===== config.mk =====
export PLATFORM = sky130hd
export DESIGN_NAME = sync_fifo
export DESIGN_NICKNAME = d
export VERILOG_FILES = /design/src/rtl/sync_fifo_pkg.sv /design/src/rtl/sync_fifo_mem.sv /design/src/rtl/sync_fifo.sv
export SDC_FILE = /design/constraint.sdc
export NUM_CORES = 1
export LEC_CHECK = 0
export BUFFER_PORTS_ARGS = -buffer_cell sky130_fd_sc_hd__buf_4
export CAP_MARGIN = 25
export CORE_MARGIN = 3
export CORE_UTILIZATION = 30
export DETAILED_ROUTE_END_ITERATION = 6
export GPL_ROUTABILITY_DRIVEN = 1
export PLACE_DENSITY_LB_ADDON = 0.08
export REMOVE_ABC_BUFFERS = 1
export SETUP_SLACK_MARGIN = 0.05
export SLEW_MARGIN = 20
export SYNTH_ARGS = -nofsm -noshare
export SYNTH_HDL_FRONTEND = slang
export SYNTH_HIERARCHICAL = 1
export SYNTH_SLANG_ARGS = --single-unit

===== constraint.sdc =====
create_clock -name clk -period 2.7 [get_ports clk]
set_input_delay 0.135 -clock clk [delete_from_list [all_inputs] [get_ports clk]]
set_output_delay 0.135 -clock clk [all_outputs]
set_load 0.03 [all_outputs]

===== src/rtl/sync_fifo_pkg.sv =====
// Shared default sizing for the CREM datapath FIFO and its storage array.
package sync_fifo_pkg;

    // Default word width carried through the FIFO
    localparam int DEFAULT_DATA_WIDTH = 8;

    // Default number of entries (power of two)
    localparam int DEFAULT_MEM_DEPTH  = 8;

    // Pointer width: log2(depth) address bits plus one wrap bit
    localparam int DEFAULT_PTR_WIDTH  = 4;

endpackage : sync_fifo_pkg


===== src/rtl/sync_fifo_mem.sv =====
// Register-file storage for sync_fifo: one synchronous write port and one
// asynchronous read port, so the head word is visible without read latency.
module fifo_mem
    import sync_fifo_pkg::*;
#(
    parameter int DATA_WIDTH = DEFAULT_DATA_WIDTH,
    parameter int MEM_DEPTH  = DEFAULT_MEM_DEPTH,
    parameter int ADDR_WIDTH = DEFAULT_PTR_WIDTH - 1
) (
    input  logic                  clk,
    input  logic                  rst,
    input  logic                  wen,
    input  logic [ADDR_WIDTH-1:0] waddr,
    input  logic [DATA_WIDTH-1:0] wdata,
    input  logic [ADDR_WIDTH-1:0] raddr,
    output logic [DATA_WIDTH-1:0] rdata
);

    logic [DATA_WIDTH-1:0] mem_q [MEM_DEPTH];
    logic [DATA_WIDTH-1:0] mem_d [MEM_DEPTH];

    // Next-state of the array: only the addressed entry changes on a write
    always_comb begin
        mem_d = mem_q;
        if (wen) begin
            mem_d[waddr] = wdata;
        end
    end

    // Storage update; reset wipes every entry so stale reads return zero
    always_ff @(posedge clk or negedge rst) begin
        if (!rst) begin
            for (int i = 0; i < MEM_DEPTH; i++) begin
                mem_q[i] <= '0;
            end
        end else begin
            mem_q <= mem_d;
        end
    end

    // Read port is purely combinational from the registered array
    assign rdata = mem_q[raddr];

endmodule : fifo_mem


===== src/rtl/sync_fifo.sv =====
// Single-clock first-word-fall-through FIFO. Pointers carry an extra wrap bit
// so full and empty are told apart without an occupancy counter.
module sync_fifo
    import sync_fifo_pkg::*;
#(
    parameter int DATA_WIDTH = DEFAULT_DATA_WIDTH,
    parameter int MEM_DEPTH  = DEFAULT_MEM_DEPTH,
    parameter int PTR_WIDTH  = DEFAULT_PTR_WIDTH
) (
    input  logic                  clk,
    input  logic                  rst,
    input  logic                  w_inc,
    input  logic [DATA_WIDTH-1:0] wr_data,
    input  logic                  r_inc,
    output logic                  full,
    output logic                  empty,
    output logic [DATA_WIDTH-1:0] rd_data
);

    localparam int ADDR_WIDTH = PTR_WIDTH - 1;

    logic [PTR_WIDTH-1:0]  wr_ptr_q;
    logic [PTR_WIDTH-1:0]  wr_ptr_d;
    logic [PTR_WIDTH-1:0]  rd_ptr_q;
    logic [PTR_WIDTH-1:0]  rd_ptr_d;
    logic                  wr_en;
    logic                  rd_en;
    logic [ADDR_WIDTH-1:0] wr_addr;
    logic [ADDR_WIDTH-1:0] rd_addr;

    assign wr_addr = wr_ptr_q[ADDR_WIDTH-1:0];
    assign rd_addr = rd_ptr_q[ADDR_WIDTH-1:0];

    // Flags come straight from the registered pointers; requests are gated so
    // overflowing writes and underflowing reads leave all state untouched
    always_comb begin
        empty    = (wr_ptr_q == rd_ptr_q);
        full     = (wr_ptr_q[PTR_WIDTH-1] != rd_ptr_q[PTR_WIDTH-1]) &&
                   (wr_ptr_q[ADDR_WIDTH-1:0] == rd_ptr_q[ADDR_WIDTH-1:0]);
        wr_en    = w_inc && !full;
        rd_en    = r_inc && !empty;
        wr_ptr_d = wr_ptr_q;
        rd_ptr_d = rd_ptr_q;
        if (wr_en) begin
            wr_ptr_d = wr_ptr_q + PTR_WIDTH'(1);
        end
        if (rd_en) begin
            rd_ptr_d = rd_ptr_q + PTR_WIDTH'(1);
        end
    end

    // Pointer registers, cleared immediately by the active-low reset
    always_ff @(posedge clk or negedge rst) begin
        if (!rst) begin
            wr_ptr_q <= '0;
            rd_ptr_q <= '0;
        end else begin
            wr_ptr_q <= wr_ptr_d;
            rd_ptr_q <= rd_ptr_d;
        end
    end

    fifo_mem #(
        .DATA_WIDTH (DATA_WIDTH),
        .MEM_DEPTH  (MEM_DEPTH),
        .ADDR_WIDTH (ADDR_WIDTH)
    ) u_mem (
        .clk   (clk),
        .rst   (rst),
        .wen   (wr_en),
        .waddr (wr_addr),
        .wdata (wr_data),
        .raddr (rd_addr),
        .rdata (rd_data)
    );

endmodule : sync_fifo


# Word-level counts from Yosys, hierarchy flattened
# Index checks and enable logic that the tools add are counted.
# Widths: inputs -> output; s select.
classes:
  n_mux: 6
  add_sub_neg: 2
  reduce_logical: 6
  n_bitwise: 2
  eq_ne: 3
  magnitude_cmp: 3
op_table:
  columns: ["op", "count"]
  rows:
  - ["$bwmux 64", 1]
  - ["$bmux 8 s3", 1]
  - ["$demux 8 s3", 1]
  - ["$mux 8", 3]
  - ["$add 4x1->4 const B", 2]
  - ["$ge 4x4->1 const B", 2]
  - ["$not 3->4", 2]
  - ["$eq 4x4->1", 1]
  - ["$logic_and 1x1->1", 4]
  - ["$lt 4x1->1 const B", 1]
  - ["$eq 3x3->1", 1]
  - ["$logic_not 1->1", 2]
  - ["$ne 1x1->1", 1]
word_totals:
  input_bits: 12
  word_cells: 32
  register_bits: 72

# Longest topological paths before layout
logic_depth:
  ltp_word: 6
  depth_mapped: 7

# By module
# Netlist, hierarchy kept.
modules_own_cells:
  columns: ["mod", "area_each_um2", "seq_area_each_um2", "cells_per_inst", "instances"]
  rows:
  - ["fifo_mem", 2992.9, 1601.5, 172, 1]
  - ["sync_fifo", 538.0, 200.2, 43, 1]

# Worst setup path after synthesis
# OpenSTA, ideal clock, no wires.
synth_timing:
  kind: "register -> register"
  start: "reg wr_ptr_q[2]"
  end: "reg u_mem/mem_q[24] (netlist name)"
  stages_incl_launch_ff: 8
  arrival_ps: 1974
  synth_period_minus_slack_ps: 2098
  path_slack_ps: 602
  setup_ps: 125
  path_buffers: 2
  cell_sequence: "dfrtp_1 xor2_2 o41ai_4 inv_1 clkbuf_1 nor4bb_1 buf_2 mux2_2"
synth_between:
  elab_cells_between_ends: 11
  cone_classes: "order compare: 2; eq/ne: 1; mux: 3; bitwise: 1; reduce/logical: 4"
synth_lines:
  columns: ["element", "line", "text"]
  rows:
  - ["start, declared", "sync_fifo.sv:22", "logic [PTR_WIDTH-1:0] wr_ptr_q;"]
  - ["start signal, assigned", "sync_fifo.sv:58", "wr_ptr_q <= wr_ptr_d;"]
  - ["$eq 3x3->1", "sync_fifo.sv:39", "(wr_ptr_q[ADDR_WIDTH-1:0] == rd_ptr_q[ADDR_WIDTH-1:0]);"]
  - ["$logic_and 1x1->1", "sync_fifo.sv:38", "full = (wr_ptr_q[PTR_WIDTH-1] != rd_ptr_q[PTR_WIDTH-1]) &&"]
  - ["$logic_not 1->1", "sync_fifo.sv:40", "wr_en = w_inc && !full;"]
  - ["$logic_and 1x1->1", "sync_fifo.sv:40", null]
  - ["via wr_en", "sync_fifo.sv:26", "logic wr_en;"]
  - ["end signal, assigned", "sync_fifo_mem.sv:37", "mem_q <= mem_d;"]
  - ["end, declared", "sync_fifo_mem.sv:19", "logic [DATA_WIDTH-1:0] mem_q [MEM_DEPTH];"]
# The timed path passes the listed nets, and every way through them passes these cells.
# A chain may end at the register's enable or synchronous reset.

# Worst setup path in the final report
layout_timing:
  start: "reg rd_ptr_q[0]"
  end: "out rd_data[0]"
layout_between:
  elab_chain_cells: 4
layout_lines:
  columns: ["element", "line", "text"]
  rows:
  - ["start, declared", "sync_fifo.sv:24", "logic [PTR_WIDTH-1:0] rd_ptr_q;"]
  - ["start signal, assigned", "sync_fifo.sv:59", "rd_ptr_q <= rd_ptr_d;"]
  - ["$not 3->4 (not written as such)", "sync_fifo_mem.sv:42", "assign rdata = mem_q[raddr];"]
  - ["$bmux 8 s3", "sync_fifo_mem.sv:42", null]
  - ["$mux 8 (not written as such) (2 in series)", "sync_fifo_mem.sv:42", null]
  - ["end, declared", "sync_fifo.sv:17", "output logic [DATA_WIDTH-1:0] rd_data"]
# No other way between the ends. The select of a mux whose other input is x is not followed.

==> run metrics <==
most frequent cells in the layout dfrtp_1 (72), mux2_2 (72), buf_4 (41), mux4_1 (15), clkbuf_16 (9); Clock Tree Buf Depth 2; Initial DRC Count 45; Leak 1.86 nW; largest net degree at the start of global routing 73; Slew Limit Headroom a little under three quarters; post-synth top area cell dfrtp_1; HP Start wr_data[6]; hold depth 2; Post-route DRC 0; grt ovf 0; syn_area_per_cell between 15 and 20 um2; max_cap viols 0; post-place setup slack 495 ps; fillcell total 1057; Clock Skews 5.88 ps; Total Power 0.00595 W; routed via count between 2k and 2.5k; Most Frequent Cell on Critical Path buf_4; Final Non-Filler Cells 402; highest clock rate 435 MHz; Req. time, crit path 2570 ps; vias in the first global route around 2.1k; RSZ-0062 raised after global routing false; port buffer count 21; CORE AREA around 0.011 mm2; I/O pin count 22; clock latency on the worst-skew pair 330 ps; r2r worst-path depth 6; Slew Limit Fails 0; register area 0.00180 mm2; Worst R2R Start rd_ptr_q[3]; Hold Fails Final Rpt 0; final WL 7.62 mm; Yosys top cell area share about 50%; gr usage total 12.7%; Max stage delay on crit path 620 ps; first-pass GRT wire length 12.4 mm; clock tree from TritonCTS yes; Tmin final 2300 ps; library cells used by synthesis 32; drt first pass iters 4; worst-margin pin slew 421 ps; gp weighted congestion 0.689; Cells after Synth 215; total die area 0.0131 mm2; CP cell instances buf_4 > mux4_1 > mux2_2 > buf_4; Worst Hold End u_mem/mem_q[6]; Max VDD drop 555 uV; n_diodes 0; multi-input logic area 0.00166 mm2; HP Class in2reg; Final ANT Viol Nets 0; Pwr per Cell Area 1380 mW/mm2; Avg WL per Cell 19.0 um; CTS Hold Buffers Added 1; final core occ 38.6%; post-route setup slack 403 ps; layout cells sized above 1 roughly 55%; DP Cell Count 384; vias per cell 4.98; clock sink total 72; num rows 38; CTS clk-pin slew, worst paths 60 ps; Die Height 114 um; dpl hpwl 4.91 mm; FF-to-FF End u_mem/mem_q[44]; Num CTS Buffers 9; critical path's slowest cell mux4_1; Crit Path Max Fanout 20; final number of setup-violating endpoints 0; initial antenna violation count 0; WP data arrival 2160 ps; worst setup path category reg2out; synthesized flop and latch total 72; startpoint types register; status finished, final reports clean; R2R Setup Slk 460 ps; mapped cell area 0.00353 mm2; top post-synthesis cells by area dfrtp_1 (51%), mux2_2 (23%), mux4_1 (11%); initial core utilization a little under a third; # Post-CTS Setup Buffers 0; fin crit share 85.1%; P&R area growth vs syn 22.2%; layout net count approximately 270; CTS Root Cell clkbuf_16; Horiz. Die Dim 114 um; H-tree levels 3; post-cts sizing count 0; sequential-to-total area share from yosys stat 51.0%; Ys Warns 6; Hold Slack 103 ps; critical path capture point type output pin
==> layout make-up <==
cell class	instances	area share (%)
Inverter	3	0.261
Clock buffer	11	5.63
Clock inverter	5	1.83
Multi-Input combinational cell	128	38.5
Tap cell	140	4.06
Timing Repair Buffer	43	8.00
Sequential cell	72	41.8
==> cell families after synthesis <==
| group | after synthesis | share of synthesized area [%] |
|---|---|---|
| adder cells (fa/ha/maj) | 2 | 0.709 |
| XOR/XNOR | 9 | 2.87 |
| buffers and inverters | 15 | 2.52 |
| multiplexers | 90 | 35.5 |
| AO/OA/AOI/OAI | 8 | 2.94 |
| AND/OR/NAND/NOR | 19 | 4.43 |
| flip-flops | 72 | 51.0 |
==> metal layers <==
layer / GRT usage (%) / share of wire, % / vias up
li1: - / - / 920
met1: 16.5 / 46 / 1051
met3: 3.28 / 2.8 / 8
met4: 4.28 / 1.2 / 0
met2: 20.7 / 50 / 23
met5: 0 / 0 / -
==> synth_stat cells <==
library cell and instances:
and2_1 2, and4_1 1, and4_2 1, buf_1 1
buf_12 1, buf_2 7, buf_6 1, clkbuf_1 2
dfrtp_1 72, ha_1 2, inv_1 3, mux2_1 1
mux2_2 72, mux2_4 1, mux4_1 15, mux4_2 1
nand2_1 2, nand4_1 3, nand4b_1 3, nor2_1 2
nor4b_4 1, nor4bb_1 3, o311ai_0 2, o311ai_1 1
o311ai_2 1, o41ai_1 2, o41ai_2 1, o41ai_4 1
or3_4 1, xnor2_1 5, xor2_1 1, xor2_2 3
==> worst max-delay path: cells and delay by family, from the launching register on <==
kind	cells	cell delay, ps
flops	1	390
mux	2	900
buf+inv	2	540
==> how the worst max path moves through the flow <==
stage	startpoint	end	slack [ps]	cells past startpoint
detailed placement	wr_ptr_q[3]	u_mem/mem_q[44]	490	6
global route	rd_ptr_q[3]	u_mem/mem_q[49]	300	6
CTS	rd_ptr_q[0]	rd_data[0]	360	4
finish	rd_ptr_q[0]	rd_data[0]	400	4
global placement	rd_ptr_q[3]	u_mem/mem_q[42]	470	6
floorplan	rd_ptr_q[0]	u_mem/mem_q[24]	-200	5
==> report_power, final <==
group | leakage [nW] | switching (W) | internal, W
registers | 0.863 | 0.000283 | 0.00163
clock network | 0.160 | 0.000446 | 0.000834
logic | 0.833 | 0.00130 | 0.00146
==> per-stage QoR <==
stage	instance area, um2	TNS, ps
2_1_floorplan	3450	-4310
3_3_place_gp	3960	0
3_5_place_dp	3960	0
4_1_cts	4290	0
5_1_grt	4310	0
6_report	4310	0
==> state kept, by name, summed over array words and instances, names as in the netlist <==
| signal | cells |
|---|---|
| wr_ptr_q | 4 |
| rd_ptr_q | 4 |
| u_mem/mem_q | 64 |
Power figures use the tool's default switching activity.
